--- src/rtl/riscv_core_dcache_write_buffer.sv ---
// Write-through store buffer: queues {addr,data} entries from the D-cache controller
// and drains them in push order, one single-beat AXI4 write (AW/W/B) at a time.
module riscv_core_dcache_write_buffer #(
   parameter int DEPTH            = 4,
   parameter int ADDR_WIDTH       = 64,
   parameter int CORE_DATA_WIDTH  = 64,
   parameter int FIFO_ENTRY_WIDTH = ADDR_WIDTH + CORE_DATA_WIDTH
) (
   input  logic                          i_clk,
   input  logic                          i_rst_n,
   input  logic                          i_fifo_push,
   input  logic [FIFO_ENTRY_WIDTH-1:0]   i_fifo_entry,
   output logic                          o_fifo_full,
   output logic                          o_fifo_empty,
   output logic [ADDR_WIDTH-1:0]         o_awaddr,
   output logic                          o_awvalid,
   input  logic                          i_awready,
   output logic [2:0]                    o_awsize,
   output logic [CORE_DATA_WIDTH-1:0]    o_wdata,
   output logic [CORE_DATA_WIDTH/8-1:0]  o_wstrb,
   output logic                          o_wlast,
   output logic                          o_wvalid,
   input  logic                          i_wready,
   input  logic                          i_bvalid,
   input  logic [1:0]                    i_bresp,
   output logic                          o_bready,
   output logic                          o_bus_err,
   output logic                          o_push_drop
);

   localparam int PTR_W = $clog2(DEPTH);

   typedef enum logic [1:0] {IDLE, SEND, RESP} state_t;

   logic [FIFO_ENTRY_WIDTH-1:0] mem [DEPTH];
   logic [FIFO_ENTRY_WIDTH-1:0] head;
   logic [PTR_W-1:0]            wr_ptr;
   logic [PTR_W-1:0]            rd_ptr;
   logic [PTR_W:0]              count;
   logic [PTR_W:0]              count_next;
   state_t                      state;
   state_t                      state_next;
   logic                        awvalid_next;
   logic                        wvalid_next;
   logic                        bready_next;
   logic                        push_ok;
   logic                        pop;

   assign o_fifo_full  = (count == (PTR_W+1)'(DEPTH));
   assign o_fifo_empty = (count == '0) && (state == IDLE);
   assign push_ok      = i_fifo_push && !o_fifo_full;
   assign pop          = (state == RESP) && i_bvalid && o_bready;

   // The head slot cannot be overwritten while occupied, so AW/W payload is stable until the pop
   assign head     = mem[rd_ptr];
   assign o_awaddr = head[FIFO_ENTRY_WIDTH-1:CORE_DATA_WIDTH] & ~ADDR_WIDTH'(7);
   assign o_wdata  = head[CORE_DATA_WIDTH-1:0];
   assign o_awsize = 3'b011;
   assign o_wstrb  = '1;
   assign o_wlast  = o_wvalid;

   always_ff @(posedge i_clk) begin
      if (push_ok) begin
         mem[wr_ptr] <= i_fifo_entry;
      end
   end

   always_comb begin
      count_next = count;
      case ({push_ok, pop})
         2'b10:   count_next = count + (PTR_W+1)'(1);
         2'b01:   count_next = count - (PTR_W+1)'(1);
         default: count_next = count;
      endcase
   end

   // Looking at count_next lets an entry pushed this cycle start its write next cycle,
   // and lets RESP chain straight into the next SEND without an IDLE bubble
   always_comb begin
      state_next   = state;
      awvalid_next = o_awvalid;
      wvalid_next  = o_wvalid;
      bready_next  = o_bready;
      case (state)
         IDLE: begin
            if (count_next != '0) begin
               state_next   = SEND;
               awvalid_next = 1'b1;
               wvalid_next  = 1'b1;
            end
         end
         SEND: begin
            awvalid_next = o_awvalid && !i_awready;
            wvalid_next  = o_wvalid && !i_wready;
            if (!awvalid_next && !wvalid_next) begin
               state_next  = RESP;
               bready_next = 1'b1;
            end
         end
         RESP: begin
            if (pop) begin
               bready_next = 1'b0;
               if (count_next != '0) begin
                  state_next   = SEND;
                  awvalid_next = 1'b1;
                  wvalid_next  = 1'b1;
               end else begin
                  state_next = IDLE;
               end
            end
         end
         default: begin
            state_next   = IDLE;
            awvalid_next = 1'b0;
            wvalid_next  = 1'b0;
            bready_next  = 1'b0;
         end
      endcase
   end

   always_ff @(posedge i_clk or negedge i_rst_n) begin
      if (!i_rst_n) begin
         state       <= IDLE;
         count       <= '0;
         wr_ptr      <= '0;
         rd_ptr      <= '0;
         o_awvalid   <= 1'b0;
         o_wvalid    <= 1'b0;
         o_bready    <= 1'b0;
         o_bus_err   <= 1'b0;
         o_push_drop <= 1'b0;
      end else begin
         state       <= state_next;
         count       <= count_next;
         o_awvalid   <= awvalid_next;
         o_wvalid    <= wvalid_next;
         o_bready    <= bready_next;
         o_push_drop <= i_fifo_push && o_fifo_full;
         if (push_ok) begin
            wr_ptr <= wr_ptr + PTR_W'(1);
         end
         if (pop) begin
            rd_ptr <= rd_ptr + PTR_W'(1);
         end
         // Errored writes are still retired; the flag stays up until reset
         if (pop && (i_bresp != 2'b00)) begin
            o_bus_err <= 1'b1;
         end
      end
   end

endmodule

--- config.mk ---
export PLATFORM = sky130hd
export DESIGN_NAME = riscv_core_dcache_write_buffer
export DESIGN_NICKNAME = d
export VERILOG_FILES = /design/src/rtl/riscv_core_dcache_write_buffer.sv
export SDC_FILE = /design/constraint.sdc
export NUM_CORES = 1
export LEC_CHECK = 0
export ABC_AREA = 0
export ABC_CLOCK_PERIOD_IN_PS = 7700
export CORE_UTILIZATION = 40
export DETAILED_ROUTE_END_ITERATION = 10
export HOLD_SLACK_MARGIN = 0.02
export PLACE_DENSITY_LB_ADDON = 0.3
export SYNTH_ARGS = -nofsm -noshare
export SYNTH_HDL_FRONTEND = slang
export SYNTH_SLANG_ARGS = --single-unit
--- constraint.sdc ---
create_clock -name i_clk -period 7.7 [get_ports i_clk]
set_clock_uncertainty 0.05 [all_clocks]
set_input_delay 1.54 -clock i_clk [delete_from_list [all_inputs] [get_ports i_clk]]
set_output_delay 1.54 -clock i_clk [all_outputs]
set_load 0.03 [all_outputs]
[Word-level counts from Yosys, hierarchy flattened]
Memories as Yosys holds them, arrays and structs flattened.
Index checks and enable logic that the tools add are counted.
Cells by class
  add/subtract/negate cells: 4
  equal/unequal tests: 8
  muxes and demuxes: 17
  bitwise gates (word level): 1
  reduce and logical (&&, ||, !) cells: 20
Operators with widths (number)
  $logic_and 1x1->1: 9
  $mux 1: 9
  $pmux 1 s3: 3
  $mux 2: 3
  $pmux 2 s3: 1
  $pmux 3 s2: 1
  $reduce_and 3->1: 2
  $logic_not 1->1: 5
  $add 2x1->2 const B: 2
  $eq 2x1->1 const B: 2
  $eq 2x2->1 const B: 2
  $ne 2x2->1 const B: 2
  $add 3x1->3 const B: 1
  $eq 3x3->1 const B: 1
  $logic_not 3->1: 1
  $reduce_bool 3->1: 1
  $sub 3x1->3 const B: 1
  $logic_not 2->1: 1
  $ne 2x1->1 const B: 1
  $reduce_bool 2->1: 1
  $not 1->1: 1
Storage, ports and cells
  flip-flop bits (word level): 14
  memory bits (writable): 512
  input port bits: 136
  word-level logic and storage cells: 60
  memories: 1
Memory list
  mem: words 4, width 128, rd ports 1, clocked after memory_dff 0, write ports 1, RTL line 35  | logic [FIFO_ENTRY_WIDTH-1:0] mem [DEPTH];

[Logic depth before layout (Yosys ltp)]
Gate-level depths: netlist (run 1).
  word-level depth: 9
  mapped depth: 10

[Least setup slack after synthesis (run 1)]
Ideal clock, no wire load.
  kind: in2reg
  start: in i_fifo_push
  end: mem mem[0][0] in the netlist's numbering (enable)
  library setup time: 0.499 ns
  arrival: 4.690 ns
  data required time: 7.151 ns
  setup slack: 2.461 ns
  cell stages on the path: 2
  cell sequence: nor2b_2 and2_1
Between the ends
  word-level cells in the longest chain between the ends: 3
Ends and longest elaborated chain
  start: declaration: RTL line 11  | input logic i_fifo_push,
  $logic_and 1x1->1: RTL line 51  | assign push_ok = i_fifo_push && !o_fifo_full;
  $mux 1: RTL line 63  | if (push_ok) begin
  $mux 1 (not written as such): RTL line 64  | mem[wr_ptr] <= i_fifo_entry;
  end: declaration: RTL line 35
Every way passes these cells.

[Worst setup path in the final report (run 1)]
  start: reg rd_ptr[0]
  end: out o_wdata[15]
Between the ends
  word-level cells in the longest chain between the ends: 1
Ends and longest elaborated chain
  start: declaration: RTL line 38  | logic [PTR_W-1:0] rd_ptr;
  start signal: assignment: RTL line 143  | rd_ptr <= rd_ptr + PTR_W'(1);
  $mem_v2 4x128
  end: declaration: RTL line 19  | output logic [CORE_DATA_WIDTH-1:0] o_wdata,
Every way passes these cells.

==> results.md, run 1 <==
- Synthesized area per cell: 25.4 µm²
- CTS tree: built
- Ys Warns: 0
- Max-Cap Viols: 0
- NetSw: 0.00321 W
- Share of cells above drive strength 1: 0.196
- Placeable Area: 46600 µm²
- Area of the multi-input gates: 3240 µm²
- Synth top area share: 0.797
- Post-synth top cells: edfxtp_1 (500), mux4_2 (125), buf_4 (16)
- CP max-delay cell: dfrtp_4
- Final hold viol count: 0
- Synth Cell Area: 18800 µm²
- Initial core utilization: 0.405
- Required @ worst endpoint: 6.11 ns
- Total gr overflow: 0
- Post-synth cell types: 30
- Critical Path AT: 3.48 ns
- CTS H-tree lvls: 2
- CTS clk-pin slew, worst paths: 0.06 ns
- Io pins: 283
- CTS Root Cell: clkbuf_16
- ANT nets after route: 0
- Worst-Margin Slew: 1.08 ns
- Die ar.: 48000 µm²
- Total track usage: 0.153
- Die height: 219 µm
- Slowest stage delay, CP: 0.98 ns
- Logic pwr share: 0.351
- Routed WL: 36400 µm
- Number of flops mapped to enable cells by yosys: 500
- Yosys top cell by area: edfxtp_1
- Cts hold-fix bufs: 0
- Area contributors post-synth: edfxtp_1 (80%), mux4_2 (15%), dfrtp_1 (1.9%), buf_4 (0.64%), buf_2 (0.40%)
- CP startpoint kind: flip-flop
- Setup TNS Final: 0 ns
- First-pass GRT wire length: 54300 µm
- Critical path fanouts, max: 42
- Switching Fraction: 0.328
- Drt drc: 0
- Max clock buf depth: 3
- Register-to-register setup slack: 4.65 ns
- RSZ-0062 raised after global routing: false
- Via count: 8409
- Seq cells post-synth: 514
- Routed WL per cell: 21.6 µm
- Vias/cell: 4.98
- # rows: 79
- Worst r2r path cells: 5
- Min Clock Period, post-route: 5.07 ns
- Fillers: 3676
- Die W: 219 µm
- Drt initial violations: 420
- Crit path launch: rd_ptr[0]
- Final Wtd Congestion: 0.662
- Final setup vio count: 0
- Reg area: 15400 µm²
- Slew HR: 0.282
- Hold Path Origin: o_bus_err
- Cts bufs inserted: 53
- Largest net degree at the start of global routing: 70
- Main synth FF type: edfxtp_1
- Seq/Total Area, Yosys: 0.815
- Util after Layout: 0.511
- # clock sinks: 514
- Hold Path Class: flip-flop to flip-flop
- Run status: finished clean
- Syn Inst Count: 741
- Hpwl dp: 20600 µm
- Vias in the first global route: 8975
- # nets final: 1180
- Clk_lat worst skew: 0.58 ns
- R2R Path End: mem[2][60]
- Crit Path Class: flip-flop to output port
- Critical path endpoint: o_wdata[15]
- Clk pwr share: 0.243
- Crit share post-route: 0.659
- Sequential share of power: 0.406
- Internal power: 0.00658 W
- Leakage power: 7.63 nW
- Post-CTS Setup Bufs: 0
- 1st-pass router iterations: 5
- CP Capture Type: output port
- CP Cell Sequence: buf_4, mux4_2, clkdlybuf4s50_1
- Initial antenna violation count: 5
- IO buf count: 265
- R2r startpoint: count[0]
- Pwr/cell area: 412 nW/µm²
- Pins Over Slew Limit: 0
- FMAX: 197 MHz
- Asr flop ratio synth: 0.0272
- Most frequent cell after synthesis: edfxtp_1
- # resized after CTS: 0
- Synth-to-layout area growth: 26.1%
- Maximum VDD drop: 0.250 mV
==> layer usage <==
layer / vias up / global-route usage / part of all wire
met3: 61 / 0.0538 / 0.083
met2: 227 / 0.241 / 0.48
li1: 3738 / - / -
met5: - / 0 / 0.0015
met4: 8 / 0.0528 / 0.022
met1: 4375 / 0.197 / 0.41
==> power by group through the flow <==
stage               Combinational, W  Sequential, W  Clock (W)
floorplan                    0.00235        0.00393          0
global placement             0.00352        0.00402          0
detailed placement           0.00351        0.00405          0
CTS                          0.00352        0.00399    0.00245
global route                 0.00365        0.00404    0.00255
finish                       0.00344        0.00397    0.00238
==> cell type report <==
type                    count  area share
flip-flops and latches    514       0.647
multi-input cells         191       0.136
repair buffers            274       0.117
clock buffers              71      0.0591
well taps                 607      0.0319
clock inverters            27     0.00863
inverters                   4    0.000632
diodes                      1    0.000105
==> state kept, by name (all words and copies together) (netlist names) <==
name,count
o_push_drop,1
wr_ptr,2
o_awvalid,1
state,2
o_wlast,1
mem,500
o_bus_err,1
rd_ptr,2
count,3
o_bready,1
==> placed cells by master (no fill, tap or decap), types with 2 or more instances in the layout <==
cell / n
mux4_2: 125
bufinv_16: 2
clkinv_2: 6
inv_1: 4
nor2b_1: 3
dfrtp_1: 12
and2_4: 4
nand2_1: 9
buf_4: 5
buf_12: 4
inv_6: 2
mux2_2: 2
clkbuf_16: 53
ha_1: 5
dfrtp_4: 2
xnor2_1: 5
clkdlybuf4s50_1: 265
conb_1: 14
clkbuf_1: 17
a21oi_1: 3
edfxtp_1: 500
nor2_1: 4
clkinv_8: 2
o21ai_0: 4
clkinv_1: 13
==> metrics by stage <==
stage	area, µm²	hold slack, ns	power (W)	cells	setup WS [ns]
floorplan	18900	0.484	0.00628	753	2.46
global placement	22200	0.408	0.00753	1590	3.09
detailed placement	22200	0.425	0.00756	1590	3.11
CTS	23800	0.438	0.00996	1688	2.47
global route	23800	0.461	0.0102	1688	2.36
finish	23800	0.431	0.00979	1689	2.63
==> worst max-delay path, delay by kind of cell, from the launching register on <==
family | cells | cell delay, ns
multiplexers | 1 | 0.56
flip-flops | 1 | 0.98
buffers and inverters | 2 | 1.27
==> worst min path at each step <==
stage	depth (start not counted)	to	slack [ns]
2_1_floorplan	1	wr_ptr[1]	0.48
3_3_place_gp	1	o_bus_err	0.41
3_5_place_dp	1	o_bus_err	0.43
4_1_cts	1	o_bus_err	0.44
5_1_grt	1	o_bus_err	0.46
6_report	1	o_bus_err	0.43
==> cells by family after synthesis <==
kind of cell,share of synthesized area
compound gates,0.00352
flops,0.815
mux,0.151
buf+inv,0.0157
fa+ha+maj,0.00438
simple gates,0.00797
xor+xnor,0.00232
other cells,0.000398
Note: power is estimated with default switching activity, not from simulation.
==> run 2: changes to the inputs <==
- ABC_CLOCK_PERIOD_IN_PS: 7700 -> 4800
- clock period: 7.7 -> 4.8 ns (I/O delays scaled with it)
==> results.md, run 2 (same netlist as run 1, synthesis figures left out) <==
- Placeable Area: 46600 µm² (unchanged)
- Critical path fanouts, max: 26 (-38%)
- Util after Layout: 0.517 (+0.00683)
- Critical Path AT: 2.94 ns (-0.54 ns)
- Required @ worst endpoint: 3.79 ns (-2.32 ns)
- Final setup vio count: 0 (unchanged)
- RSZ-0062 raised after global routing: false
- Crit Path Class: flip-flop to output port
- Io pins: 283 (unchanged)
- Hpwl dp: 20900 µm (+1.1%)
- CTS Root Cell: clkbuf_16
- Worst-Margin Slew: 0.932 ns (-0.146 ns)
- Pins Over Slew Limit: 0 (unchanged)
- R2R Path End: o_awvalid
- Die ar.: 48000 µm² (unchanged)
- Drt drc: 0 (unchanged)
- Routed WL per cell: 21.2 µm (-1.5%)
- # resized after CTS: 0 (unchanged)
- CTS clk-pin slew, worst paths: 0.06 ns (about the same)
- Maximum VDD drop: 0.432 mV (+73%)
- Largest net degree at the start of global routing: 126 (+80%)
- Total power: 0.0161 W (+65%)
- Slew HR: 0.379 (+0.0971)
- Final hold viol count: 0 (unchanged)
- Initial core utilization: 0.405 (unchanged)
- Vias/cell: 4.97 (about the same)
- Share of cells above drive strength 1: 0.213 (+0.0169)
- CTS tree: built
- Max-Cap Viols: 0 (unchanged)
- Setup TNS Final: 0 ns (unchanged)
- Worst r2r path cells: 10 (+5)
- Clk_lat worst skew: 0.58 ns (about the same)
- CP Capture Type: output port
- Max clock buf depth: 3 (unchanged)
- ANT nets after route: 0 (unchanged)
- Min Clock Period, post-route: 3.95 ns
- Register-to-register setup slack: 2.01 ns (-2.64 ns)
- Routed WL: 36000 µm (-1.1%)
- Regs by FF count: mem: 500 flops, count: 3 flops
- Cts bufs inserted: 53 (unchanged)
- Drt initial violations: 353 (-16%)
- Via count: 8442 (+0.39%)
- Total track usage: 0.151 (-0.00184)
- Synth-to-layout area growth: 27.8%
- CTS H-tree lvls: 2 (unchanged)
- Post-route cell area: 24100 µm² (+1.3%)
- Critical path endpoint: o_awaddr[63]
- Final Wtd Congestion: 0.711 (+7.4%)
- Vias in the first global route: 8929 (-0.51%)
- Slowest stage delay, CP: 0.81 ns (-0.17 ns)
- Crit share post-route: 0.823
- Die height: 219 µm (unchanged)
- 1st-pass router iterations: 4 (-1)
- Cts hold-fix bufs: 0 (unchanged)
- # rows: 79 (unchanged)
- Min Hold Slack: 0.429 ns (-0.00243 ns)
- CP Cell Sequence: buf_4, mux4_2, clkdlybuf4s50_1
- Commonest cells after routing, fill and taps aside: edfxtp_1 (500), clkdlybuf4s50_1 (265), mux4_2 (125)
- Die W: 219 µm (unchanged)
- IO buf count: 265 (unchanged)
- Number of flip-flops in the largest register: 500 (unchanged)
- Leakage power: 7.78 nW (+1.9%)
- FMAX: 253 MHz
- Run status: finished clean
- Total gr overflow: 0 (unchanged)
- # nets final: 1189 (+0.76%)
- Post-CTS Setup Bufs: 0 (unchanged)
- # clock sinks: 514 (unchanged)
- First-pass GRT wire length: 53700 µm (-1.1%)
- Largest Register: mem
- DP Area: 22300 µm² (+0.76%)
- Pwr/cell area: 669 nW/µm² (+63%)
- Initial antenna violation count: 4 (-1)
- CP startpoint kind: flip-flop
- R2r startpoint: count[0]
- Crit path launch: rd_ptr[0]
- CP max-delay cell: dfrtp_4
- Hold Path Class: flip-flop to flip-flop
- Most common cell after layout, fill and taps aside: edfxtp_1
==> run 2: metal layers <==
| layer | global-route usage | wire, µm | vias up |
|---|---|---|---|
| li1 | - | - | 3754 |
| met1 | 0.193 | 14700 | 4395 |
| met2 | 0.239 | 17600 | 227 |
| met3 | 0.0517 | 2810 | 60 |
| met4 | 0.0556 | 838 | 6 |
| met5 | 0 | 40 | - |
==> run 2: how the worst min path moves through the flow <==
stage                          from   endpoint  slack, ns  cells past startpoint
after CTS                 o_bus_err  o_bus_err       0.43                      1
final                     o_bus_err  o_bus_err       0.43                      1
after detailed placement  o_bus_err  o_bus_err       0.42                      1
after global placement    o_bus_err  o_bus_err       0.41                      1
after global routing      o_bus_err  o_bus_err       0.44                      1
after floorplan           wr_ptr[1]  wr_ptr[1]       0.48                      1
==> run 2: stage by stage <==
stage	setup slack [ns]	std cells
finish	0.849	1697
global route	0.658	1696
CTS	0.723	1696
detailed placement	1.26	1599
global placement	1.34	1599
floorplan	0.141	753
==> run 2: critical path: cells and delay by family, from the launching register on <==
kind | cells | cell delay, ns
buffers and inverters | 2 | 0.98
flip-flops | 1 | 0.81
multiplexers | 1 | 0.53
==> run 2: area by class of cell <==
| cell class | count | area [µm²] |
|---|---|---|
| antenna | 1 | 2.50 |
| clock buffer | 59 | 1390 |
| clock inverter | 38 | 368 |
| fill | 3685 | 22500 |
| inverter | 4 | 15.0 |
| multi-input combinational | 191 | 3240 |
| sequential | 514 | 15400 |
| tap | 607 | 759 |
| timing repair buffer | 283 | 2940 |
==> run 2: where the power goes <==
group	switching, W	internal, W	leakage [nW]
logic	0.00317	0.00256	2.18
clock network	0.00165	0.00245	0.852
registers	0.000350	0.00593	4.75
total	0.00518	0.0109	7.78
